<file path="config.mk">
export PLATFORM = sky130hd
export DESIGN_NAME = load_store_unit
export DESIGN_NICKNAME = d
export VERILOG_FILES = /design/src/rtl/lsu_pkg.sv /design/src/rtl/lsu_align.sv /design/src/rtl/load_store_unit.sv
export SDC_FILE = /design/constraint.sdc
export NUM_CORES = 1
export LEC_CHECK = 0
export ABC_AREA = 1
export BUFFER_PORTS_ARGS = -buffer_cell sky130_fd_sc_hd__clkbuf_2
export CAP_MARGIN = 15
export CORE_MARGIN = 2
export CORE_UTILIZATION = 46
export DETAILED_ROUTE_END_ITERATION = 16
export MAX_ROUTING_LAYER = met4
export PLACE_DENSITY = 0.71
export SKIP_LAST_GASP = 1
export SLEW_MARGIN = 20
export SYNTH_ARGS = -nofsm -noshare
export SYNTH_HDL_FRONTEND = slang
export SYNTH_SLANG_ARGS = --single-unit
</file>
<file path="constraint.sdc">
create_clock -name clk -period 2.92 [get_ports clk]
set_input_delay 0.146 -clock clk [delete_from_list [all_inputs] [get_ports clk]]
set_output_delay 0.146 -clock clk [all_outputs]
set_load 0.1 [all_outputs]
</file>
<file path="src/rtl/lsu_pkg.sv">
// rtl/lsu_pkg.sv - shared types, funct3 encodings and decode helpers for the load/store unit
package lsu_pkg;

  localparam int LSU_XLEN = 32;

  typedef enum logic [1:0] {
    S_IDLE,
    S_READ,
    S_WRITE,
    S_RESP
  } lsu_state_e;

  localparam logic [2:0] F3_B  = 3'b000;
  localparam logic [2:0] F3_H  = 3'b001;
  localparam logic [2:0] F3_W  = 3'b010;
  localparam logic [2:0] F3_BU = 3'b100;
  localparam logic [2:0] F3_HU = 3'b101;

  // Stores only have signed-looking encodings; unsigned variants are loads only.
  function automatic logic lsu_illegal_f3(input logic write, input logic [2:0] funct3);
    if (write) begin
      return funct3[2] || (funct3 == 3'b011);
    end
    return (funct3 == 3'b011) || (funct3[2:1] == 2'b11);
  endfunction

  function automatic logic lsu_needs_read(input logic write, input logic [2:0] funct3);
    return !write || (funct3 != F3_W);
  endfunction

endpackage

</file>
<file path="src/rtl/lsu_align.sv">
// rtl/lsu_align.sv - combinational lane extract/extend for loads and lane merge for sub-word stores
module lsu_align
  import lsu_pkg::*;
(
  input  logic [2:0]          funct3_i,
  input  logic [1:0]          addr_lo_i,
  input  logic [LSU_XLEN-1:0] word_i,
  input  logic [15:0]         wdata_i,
  output logic [LSU_XLEN-1:0] load_data_o,
  output logic [LSU_XLEN-1:0] store_word_o
);

  logic [7:0]  byte_sel;
  logic [15:0] half_sel;
  logic [4:0]  byte_off;
  logic [4:0]  half_off;

  // Halfword lane ignores addr[0] so unaligned halves fold onto their containing half.
  assign byte_off = {addr_lo_i, 3'b000};
  assign half_off = {addr_lo_i[1], 4'b0000};

  always_comb begin
    byte_sel    = word_i[byte_off +: 8];
    half_sel    = word_i[half_off +: 16];
    load_data_o = word_i;
    case (funct3_i)
      F3_B:    load_data_o = {{24{byte_sel[7]}}, byte_sel};
      F3_H:    load_data_o = {{16{half_sel[15]}}, half_sel};
      F3_BU:   load_data_o = {24'h000000, byte_sel};
      F3_HU:   load_data_o = {16'h0000, half_sel};
      default: load_data_o = word_i;
    endcase
  end

  always_comb begin
    store_word_o = word_i;
    case (funct3_i[1:0])
      2'b00:   store_word_o[byte_off +: 8]  = wdata_i[7:0];
      2'b01:   store_word_o[half_off +: 16] = wdata_i;
      default: store_word_o = word_i;
    endcase
  end

endmodule

</file>
<file path="src/rtl/load_store_unit.sv">
// rtl/load_store_unit.sv - multi-cycle load/store unit with sub-word read-modify-write; LSU_MISALIGN_TRAP_EN enables misalignment faults
module load_store_unit
  import lsu_pkg::*;
#(
  parameter int DATA_WIDTH = LSU_XLEN
) (
  input  logic                  clk,
  input  logic                  rst,
  input  logic                  req_valid,
  output logic                  req_ready,
  input  logic                  req_write,
  input  logic [2:0]            req_funct3,
  input  logic [DATA_WIDTH-1:0] req_addr,
  input  logic [DATA_WIDTH-1:0] req_wdata,
  output logic                  resp_valid,
  output logic [DATA_WIDTH-1:0] resp_rdata,
  output logic                  resp_fault,
  output logic [DATA_WIDTH-1:0] mem_addr,
  output logic                  mem_write_enable,
  output logic [DATA_WIDTH-1:0] mem_write_data,
  input  logic [DATA_WIDTH-1:0] mem_read_data
);

  lsu_state_e            state_q;
  logic                  write_q;
  logic [2:0]            funct3_q;
  logic [1:0]            addr_lo_q;
  logic [15:0]           wdata_q;
  logic                  resp_valid_q;
  logic                  resp_fault_q;
  logic [DATA_WIDTH-1:0] resp_rdata_q;
  logic [DATA_WIDTH-1:0] mem_addr_q;
  logic [DATA_WIDTH-1:0] mem_write_data_q;

  logic                  req_fault;
  logic [DATA_WIDTH-1:0] load_data;
  logic [DATA_WIDTH-1:0] store_word;

  always_comb begin
    req_fault = lsu_illegal_f3(req_write, req_funct3);
`ifdef LSU_MISALIGN_TRAP_EN
    if ((req_funct3[1:0] == 2'b01) && req_addr[0]) begin
      req_fault = 1'b1;
    end
    if ((req_funct3[1:0] == 2'b10) && (req_addr[1:0] != 2'b00)) begin
      req_fault = 1'b1;
    end
`endif
  end

  lsu_align u_align (
    .funct3_i     (funct3_q),
    .addr_lo_i    (addr_lo_q),
    .word_i       (mem_read_data),
    .wdata_i      (wdata_q),
    .load_data_o  (load_data),
    .store_word_o (store_word)
  );

  always_ff @(posedge clk) begin
    if (rst) begin
      state_q          <= S_IDLE;
      write_q          <= 1'b0;
      funct3_q         <= F3_B;
      addr_lo_q        <= 2'b00;
      wdata_q          <= '0;
      resp_valid_q     <= 1'b0;
      resp_fault_q     <= 1'b0;
      resp_rdata_q     <= '0;
      mem_addr_q       <= '0;
      mem_write_data_q <= '0;
    end else begin
      case (state_q)
        S_IDLE: begin
          if (req_valid) begin
            write_q   <= req_write;
            funct3_q  <= req_funct3;
            addr_lo_q <= req_addr[1:0];
            wdata_q   <= req_wdata[15:0];
            if (req_fault) begin
              resp_valid_q <= 1'b1;
              resp_fault_q <= 1'b1;
              resp_rdata_q <= '0;
              state_q      <= S_RESP;
            end else begin
              mem_addr_q <= {req_addr[DATA_WIDTH-1:2], 2'b00};
              if (lsu_needs_read(req_write, req_funct3)) begin
                state_q <= S_READ;
              end else begin
                mem_write_data_q <= req_wdata;
                state_q          <= S_WRITE;
              end
            end
          end
        end
        S_READ: begin
          if (write_q) begin
            mem_write_data_q <= store_word;
            state_q          <= S_WRITE;
          end else begin
            resp_valid_q <= 1'b1;
            resp_fault_q <= 1'b0;
            resp_rdata_q <= load_data;
            state_q      <= S_RESP;
          end
        end
        S_WRITE: begin
          resp_valid_q <= 1'b1;
          resp_fault_q <= 1'b0;
          resp_rdata_q <= '0;
          state_q      <= S_RESP;
        end
        S_RESP: begin
          resp_valid_q <= 1'b0;
          resp_fault_q <= 1'b0;
          state_q      <= S_IDLE;
        end
        default: begin
          resp_valid_q <= 1'b0;
          resp_fault_q <= 1'b0;
          state_q      <= S_IDLE;
        end
      endcase
    end
  end

  // The write strobe is gated by rst combinationally so a reset landing in WRITE suppresses the store.
  assign mem_write_enable = (state_q == S_WRITE) && !rst;
  assign req_ready        = (state_q == S_IDLE) && !rst;
  assign resp_valid       = resp_valid_q;
  assign resp_fault       = resp_fault_q;
  assign resp_rdata       = resp_rdata_q;
  assign mem_addr         = mem_addr_q;
  assign mem_write_data   = mem_write_data_q;

endmodule

</file>
==> results of run 1 <==
report_power, final:
part | total [mW] | switching, mW | internal (mW)
registers | 2.26 | 0.281 | 1.98
logic | 4.75 | 3.75 | 1.00
clock network | 2.20 | 0.823 | 1.38
critical path, delay by kind of cell, from the launching register on:
| kind | cells | cell delay, ps |
|---|---|---|
| buffers and inverters | 1 | 230 |
| and+or+nand+nor | 6 | 960 |
| AOI/OAI and AO/OA | 1 | 160 |
| adders and majority gates | 1 | 470 |
| DFF | 1 | 620 |
registers in the layout, indices dropped and copies added, names as in the netlist:
| signal | count |
|---|---|
| funct3_q | 3 |
| write_q | 1 |
| wdata_q | 16 |
| addr_lo_q | 2 |
| resp_rdata | 32 |
| resp_fault | 1 |
| mem_addr | 30 |
| state_q | 2 |
| mem_write_data | 32 |
| resp_valid | 1 |
metal layers:
metal / part of all wire, % / track usage [%] / wire (µm) / vias to the layer above
li1: - / - / - / 3823
met1: 45 / 39.09 / 9996 / 3428
met2: 43 / 43.20 / 9638 / 417
met3: 8.3 / 4.983 / 1856 / 56
met4: 3.6 / 11.50 / 809 / 0
met5: 0 / - / 0 / -
stage by stage:
step                      setup WS [ps]  area, µm²  std cells  utilization, %
final                             411.7       8592       1452           59.57
after global routing              226.8       8592       1452           59.57
after CTS                         502.2       8592       1452           59.57
after detailed placement          506.9       7670       1389           53.17
after global placement            580.0       7670       1389           53.17
after floorplan                   807.4       6723       1060               -
cell usage after synthesis, types with 6 or more instances:
cell type,count
o21ai_0,78
nand2_1,300
o211ai_1,11
buf_6,11
buf_2,14
buf_4,8
o21ai_1,31
inv_1,65
nand3_1,88
inv_2,6
clkbuf_1,33
a21oi_1,128
dfxtp_1,120
nor2_1,125
ha_1,10
kinds of logic (layout without fill, tap and decap cells):
group / count (synthesis) / after routing / synth area share, %
buf+inv: 140 / 348 / 9.758
fa+ha+maj: 10 / 10 / 1.862
other cells: 1 / 2 / 0.05581
simple gates: 536 / 536 / 33.22
flops: 120 / 120 / 35.75
compound gates: 252 / 252 / 19.35
how the worst max path moves through the flow:
stage | start | to | slack (ps) | cells past startpoint
final | addr_lo_q[0] | mem_write_data[2] | 410 | 9
after CTS | state_q[0] | mem_write_data[19] | 500 | 12
after floorplan | state_q[0] | req_ready | 810 | 4
after global routing | state_q[0] | mem_write_data[19] | 230 | 12
after detailed placement | addr_lo_q[0] | mem_write_data[3] | 510 | 11
after global placement | addr_lo_q[0] | mem_write_data[5] | 580 | 9
what timing repair did:
action,CTS,global route
gates resized for setup,0,0
hold endpoints to repair,31,0
hold buffers,31,0
layout make-up:
cell class	instances	area [µm²]	share of cell area, %
multi-input combinational	800	3665	42.65
inverter	71	266.5	3.102
tap	184	230.2	2.679
clock buffer	20	446.7	5.199
clock inverter	12	165.2	1.922
sequential	120	2402	27.96
timing repair buffer	245	1416	16.48
==> flow_summary.ini, run 1 <==
[outcome]
status = finished, final reports clean

[setup_path]
crit_slowest_cell = dfxtp_1
worstSetupStartpointType = flip-flop
max_stage_delay_ps = 620
cp.required_ps = 3270
end_kind = flip-flop
ff2ff_setup_slack_ps = 410
crit_top_cell = nor2_1
worst-setup-path-type = reg -> reg
worstPathMaxFanout = 15
r2r-end = mem_write_data[2]
arrival_ps = 2860
crit_chain = inv_1, ha_1, nor2_1, nand2_1, a21oi_1, nor2_1, nor2_1, nor2_1, nor2_1
r2r.worst_path.cells = 9
regToRegStartpoint = addr_lo_q[0]

[place]
hpwl_um = 15670
io_buffers = 200
gp_congestion = 0.9538

[hold_path]
holdPathStages = 3
min_from = req_wdata[3]
holdPathEnd = wdata_q[3]
hp-class = in -> reg

[run]
cap_violations = 0

[layout]
final_common_cell = nand2_1
drive_above_1_share_pct = 21.53
fill_cells = 1449
final_cell_mix = nand2_1, clkbuf_2, a21oi_1, nor2_1, dfxtp_1
num-nets-final = 1368
n_antenna_cell = 0
area_growth_pct = 27.88

[sta]
worstMarginPinSlew_ps = 684.9
fin_crit_sh_pct = 85.90
max-slew-margin-rel_pct = 54.17
fin_hold_ws_ps = 13.14
finalSetupTns_ps = 0
post-route-min-period_ps = 2508
skew_ps = 9.898
clock.fmax_ghz = 0.3987
finalHoldViolCount = 0
drv_slew = 0
rsz0062_at_grt = false
setup_violations = 0

[synthesis]
post_synth.cell_area_avg_um2 = 6.345
yosysTopAreaCell = dfxtp_1
synth_area_leaders = dfxtp_1, nand2_1, a21oi_1
synthFlopType = dfxtp_1
syn_area_mm2 = 0.006719
synth_cell_types = 28
synthCells = 1059
synth-edff-count = 0
async_flop_share_pct = 0
ys_ff_latch = 120
synth_warnings = 0
synth_top_area_share_pct = 35.75
ys_seq_area_share_pct = 35.75

[power_and_ir_drop]
power_per_cell_area_mw_per_mm2 = 1072
p_leak_nw = 3.982
fin_total_pwr_mw = 9.206
ir_drop_uv = 725.5

[die]
start_util_pct = 46.58
fp.dieH_um = 124.9
dieArea_mm2 = 0.01559
core_area_mm2 = 0.01442
rows = 44
die_w_um = 124.9
pin_count = 203

[drt]
first_iter_violations = 761
drtPass1Iterations = 5
drt-total-wl_um = 22300
ant_nets = 0
viasPerCell = 5.320
drc = 0
wl_per_cell_um = 15.36
route.vias.total = 7724

[global_routing]
overflow = 0
grt_pass1_vias = 6912
grt_max_degree = 57
grt_first_pass_wirelength_um = 35510
grt_antenna_before_repair = 0
grt_use_total_pct = 28.92

[cts]
clockBufferDepth = 2
clk_latency_ps = 420
htree_levels = 4
cts_root_buffer = clkbuf_16
clkSinkCount = 120
clk_pin_slew_ps = 60
cts_setup_buffers = 0
cts_tree = built
numCtsBuffers = 17
Note: power is estimated with default switching activity, not from simulation.
==> run 2: changes to the inputs <==
- CELL_PAD_IN_SITES_DETAIL_PLACEMENT: default -> 0
- CELL_PAD_IN_SITES_GLOBAL_PLACEMENT: default -> 2
- CORE_UTILIZATION: 46 -> 29
- PLACE_DENSITY: 0.71 -> 0.84
==> flow_summary.ini, run 2 (synthesis results as in run 1) <==
[outcome]
status = finished, final reports clean

[global_routing]
grt_max_degree = 66
grt_use_total_pct = 22.03
grt_antenna_before_repair = 0
grt_first_pass_wirelength_um = 40330
overflow = 0
grt_pass1_vias = 6942

[setup_path]
max_stage_delay_ps = 430
worstPathMaxFanout = 32
worst-setup-path-type = reg -> reg
worstSetupStartpointType = flip-flop
end_kind = flip-flop
crit_chain = inv_1, ha_1, inv_2, nor2_1, inv_1, nand3_2, nor2_8, buf_4, nand2_1, nor2_1, nor2_1
cp.required_ps = 3230
cp_top_family = simple AND/OR/NAND/NOR gates
crit_slowest_cell = nor2_8
arrival_ps = 2640
crit_buf_inv = 4
crit_top_cell = nor2_1

[die]
core_area_mm2 = 0.02271
fp.dieH_um = 156.2
rows = 55
dieArea_mm2 = 0.02440
start_util_pct = 29.59
pin_count = 203
die_w_um = 156.2

[layout]
n_antenna_cell = 0
final_cell_mix = nand2_1, clkbuf_2, a21oi_1, nor2_1, dfxtp_1
drive_above_1_share_pct = 21.92
area_growth_pct = 30.20
final_common_cell = nand2_1
num-nets-final = 1373

[hold_path]
hp-class = in -> reg

[sta]
setup_ws_ps = 585.7
finalSetupTns_ps = 0
setup_violations = 0
max-slew-margin-rel_pct = 52.77
finalHoldViolCount = 0
post-route-min-period_ps = 2334
skew_ps = 8.548
drv_slew = 0
fin_crit_sh_pct = 79.94
worstMarginPinSlew_ps = 708.5
clock.fmax_ghz = 0.4284
rsz0062_at_grt = false
fin_hold_ws_ps = 13.50

[drt]
route.vias.total = 7596
viasPerCell = 4.875
drtPass1Iterations = 5
wl_per_cell_um = 16.90
drt-total-wl_um = 26330
first_iter_violations = 532
ant_nets = 0
drc = 0

[cts]
clkSinkCount = 120
clockBufferDepth = 2
htree_levels = 4
clk_pin_slew_ps = 60
cts_root_buffer = clkbuf_16
numCtsBuffers = 17
cts_tree = built
cts.repair.resized = 0
clk_latency_ps = 420

[power_and_ir_drop]
cellInternalPower_mw = 4.301
pwr-share-clk_pct = 22.9
ir_drop_uv = 656.4
switching_share_pct = 53.74
p_leak_nw = 4.004
fin_total_pwr_mw = 9.298
p_seq_share_pct = 24.3
p_sw_mw = 4.997
power_per_cell_area_mw_per_mm2 = 1063
power_frac_comb_pct = 52.7

[place]
gp_congestion = 0.9135
hpwl_um = 19440
io_buffers = 200
dp_slack_ps = 635.4

[run]
cap_violations = 0
## run 2: path summary, 6_finish.rpt
check	from	endpoint	slack, ps	depth (start not counted)
setup reg to reg	state_q[0]	mem_write_data[31]	590	11
hold reg to reg	mem_addr[15]	mem_addr[15]	460	2
setup / recovery	state_q[0]	mem_write_data[31]	590	11
hold / removal	req_wdata[0]	wdata_q[0]	10	3
## run 2: cell type report
class	count	area [µm²]
clock buffer	18	439.2
clock inverter	14	150.1
fill	2554	13960
inverter	71	266.5
multi-input combinational	800	3665
sequential	120	2402
tap	285	356.6
timing repair buffer	250	1469
## run 2: power groups by stage
stage / clock, mW / combinational, mW / sequential, mW
floorplan: 0 / 2.21 / 3.94
global placement: 0 / 4.87 / 2.30
detailed placement: 0 / 4.86 / 2.30
CTS: 2.18 / 4.91 / 2.26
global route: 2.26 / 5.27 / 2.31
finish: 2.13 / 4.90 / 2.26
## run 2: per-layer routing
layer	GRT usage [%]	vias up	part of all wire, %
li1	-	3837	-
met3	3.212	22	5.1
met4	5.505	0	1.2
met5	-	-	0
met1	33.06	3492	51
met2	30.66	245	42
## run 2: repair_timing
item | in CTS | in global routing
buffers inserted | 0 | 0
hold buffers | 32 | 0
hold endpoints to repair | 32 | 0
## run 2: worst register-to-register path, delay by kind of cell (launching register included)
family        cells  cell delay, ps
flops             1             400
fa+ha+maj         1             290
buf+inv           4             630
simple gates      6             890
## run 2: per-stage QoR
step | utilization (%) | area [µm²] | std cells
floorplan | - | 6723 | 1060
global placement | 34.52 | 7839 | 1494
detailed placement | 34.52 | 7839 | 1494
CTS | 38.52 | 8748 | 1558
global route | 38.52 | 8748 | 1558
finish | 38.52 | 8748 | 1558
==> run 3: changes to the inputs <==
- CORE_UTILIZATION: 29 -> 24
- PLACE_DENSITY: 0.84 -> 0.74
- clock period: 2.92 -> 2.1 ns (I/O delays scaled with it)
==> flow_summary.ini, run 3 (synthesis results as in run 1) <==
[outcome]
status = finished, final reports clean

[global_routing]
grt_max_degree = 63
grt_antenna_before_repair = 0
overflow = 0
grt_use_total_pct = 19.47
grt_first_pass_wirelength_um = 42550
grt_pass1_vias = 7151

[setup_path]
worstSetupStartpointType = flip-flop
ff2ff_setup_slack_ps = 190
worst-setup-path-type = reg -> reg
max_stage_delay_ps = 380
worstPathMaxFanout = 7
end_kind = flip-flop
crit_chain = inv_1, ha_4, inv_2, nor2_1, inv_1, nand3_2, nor2_8, buf_4, nand2_1, nor2_1, nor2_1
cp.required_ps = 2420
arrival_ps = 2220
crit_slowest_cell = dfxtp_1
crit_top_cell = nor2_1

[sta]
post-route-min-period_ps = 1905
skew_ps = 11.91
finalHoldViolCount = 0
worstMarginPinSlew_ps = 704.3
setup_violations = 0
drv_slew = 0
rsz0062_at_grt = false
fin_hold_ws_ps = 10.70
max-slew-margin-rel_pct = 53.05
clock.fmax_ghz = 0.5248
fin_crit_sh_pct = 90.74

[run]
cap_violations = 0

[die]
start_util_pct = 24.25
pin_count = 203
rows = 61
fp.dieH_um = 171.3
die_w_um = 171.3
dieArea_mm2 = 0.02935
core_area_mm2 = 0.02771

[place]
placed_area_mm2 = 0.008128
gp_congestion = 0.8277
hpwl_um = 20700
dp.cells = 1605
io_buffers = 200

[cts]
numCtsBuffers = 17
cts_tree = built
clkSinkCount = 120
clk_pin_slew_ps = 60
cts_root_buffer = clkbuf_16
clockBufferDepth = 2
htree_levels = 4
clk_latency_ps = 430

[power_and_ir_drop]
power_per_cell_area_mw_per_mm2 = 1452
p_leak_nw = 4.178
ir_drop_uv = 739.0

[hold_path]
hp-class = in -> reg

[drt]
viasPerCell = 4.551
ant_nets = 0
wl_per_cell_um = 16.52
drt-total-wl_um = 27840
drtPass1Iterations = 5
drc = 0
first_iter_violations = 481
route.vias.total = 7669

[layout]
final_cell_mix = nand2_1, clkbuf_2, a21oi_1, nor2_1, dfxtp_1
area_growth_pct = 37.26
stdcell_area_mm2 = 0.009223
fin_util_pct = 33.29
num-nets-final = 1407
final_common_cell = nand2_1
fin_cells = 1685
drive_above_1_share_pct = 23.11
n_antenna_cell = 0
run 3: area by class of cell:
cell class                 instances  area, µm²
fill                            3097      18480
tap                              378      473.0
timing repair buffer             283       1790
sequential                       120       2402
inverter                          71      266.5
clock inverter                    14      162.7
clock buffer                      18      439.2
multi-input combinational        801       3689
run 3: what timing repair did:
item                                    4_1_cts  5_1_grt
hold endpoints to repair                     45        0
hold buffers                                 45        0
setup buffers                                 2        0
cloned                                        1        0
endpoints found under the setup margin        4       33
pin swaps                                     1        1
resized for setup                             0        4
run 3: path summary, 6_finish.rpt:
check             cells past startpoint           from                  to
hold / removal                        5  req_wdata[22]  mem_write_data[22]
setup / recovery                     11     state_q[0]  mem_write_data[12]
hold reg to reg                       2    mem_addr[7]         mem_addr[7]
setup reg to reg                     11     state_q[0]  mem_write_data[12]
run 3: metal layers:
layer	routed length [µm]	global-route usage (%)	vias to the layer above
li1	-	-	3904
met1	14460	28.49	3525
met2	11800	27.81	213
met3	1156	2.715	27
met4	418	5.158	0
met5	0	-	-
run 3: power by group:
part	switching (mW)	total [mW]	internal (mW)
clock	1.27	3.09	1.81
combinational	5.53	7.20	1.68
sequential	0.351	3.10	2.75
total	7.15	13.4	6.24
run 3: critical path: cells and delay by family (launching register included):
kind,cells,cell delay [ps]
and+or+nand+nor,6,720
adders and majority gates,1,200
buffers and inverters,4,490
DFF,1,380
run 3: per-stage QoR:
stage / power [mW] / setup WS [ps] / setup TNS (ps)
floorplan: 8.548 / 28.39 / 0
global placement: 10.21 / 57.35 / 0
detailed placement: 10.21 / -17.54 / -29.64
CTS: 13.47 / 13.74 / 0
global route: 14.23 / 27.03 / 0
finish: 13.39 / 194.5 / 0
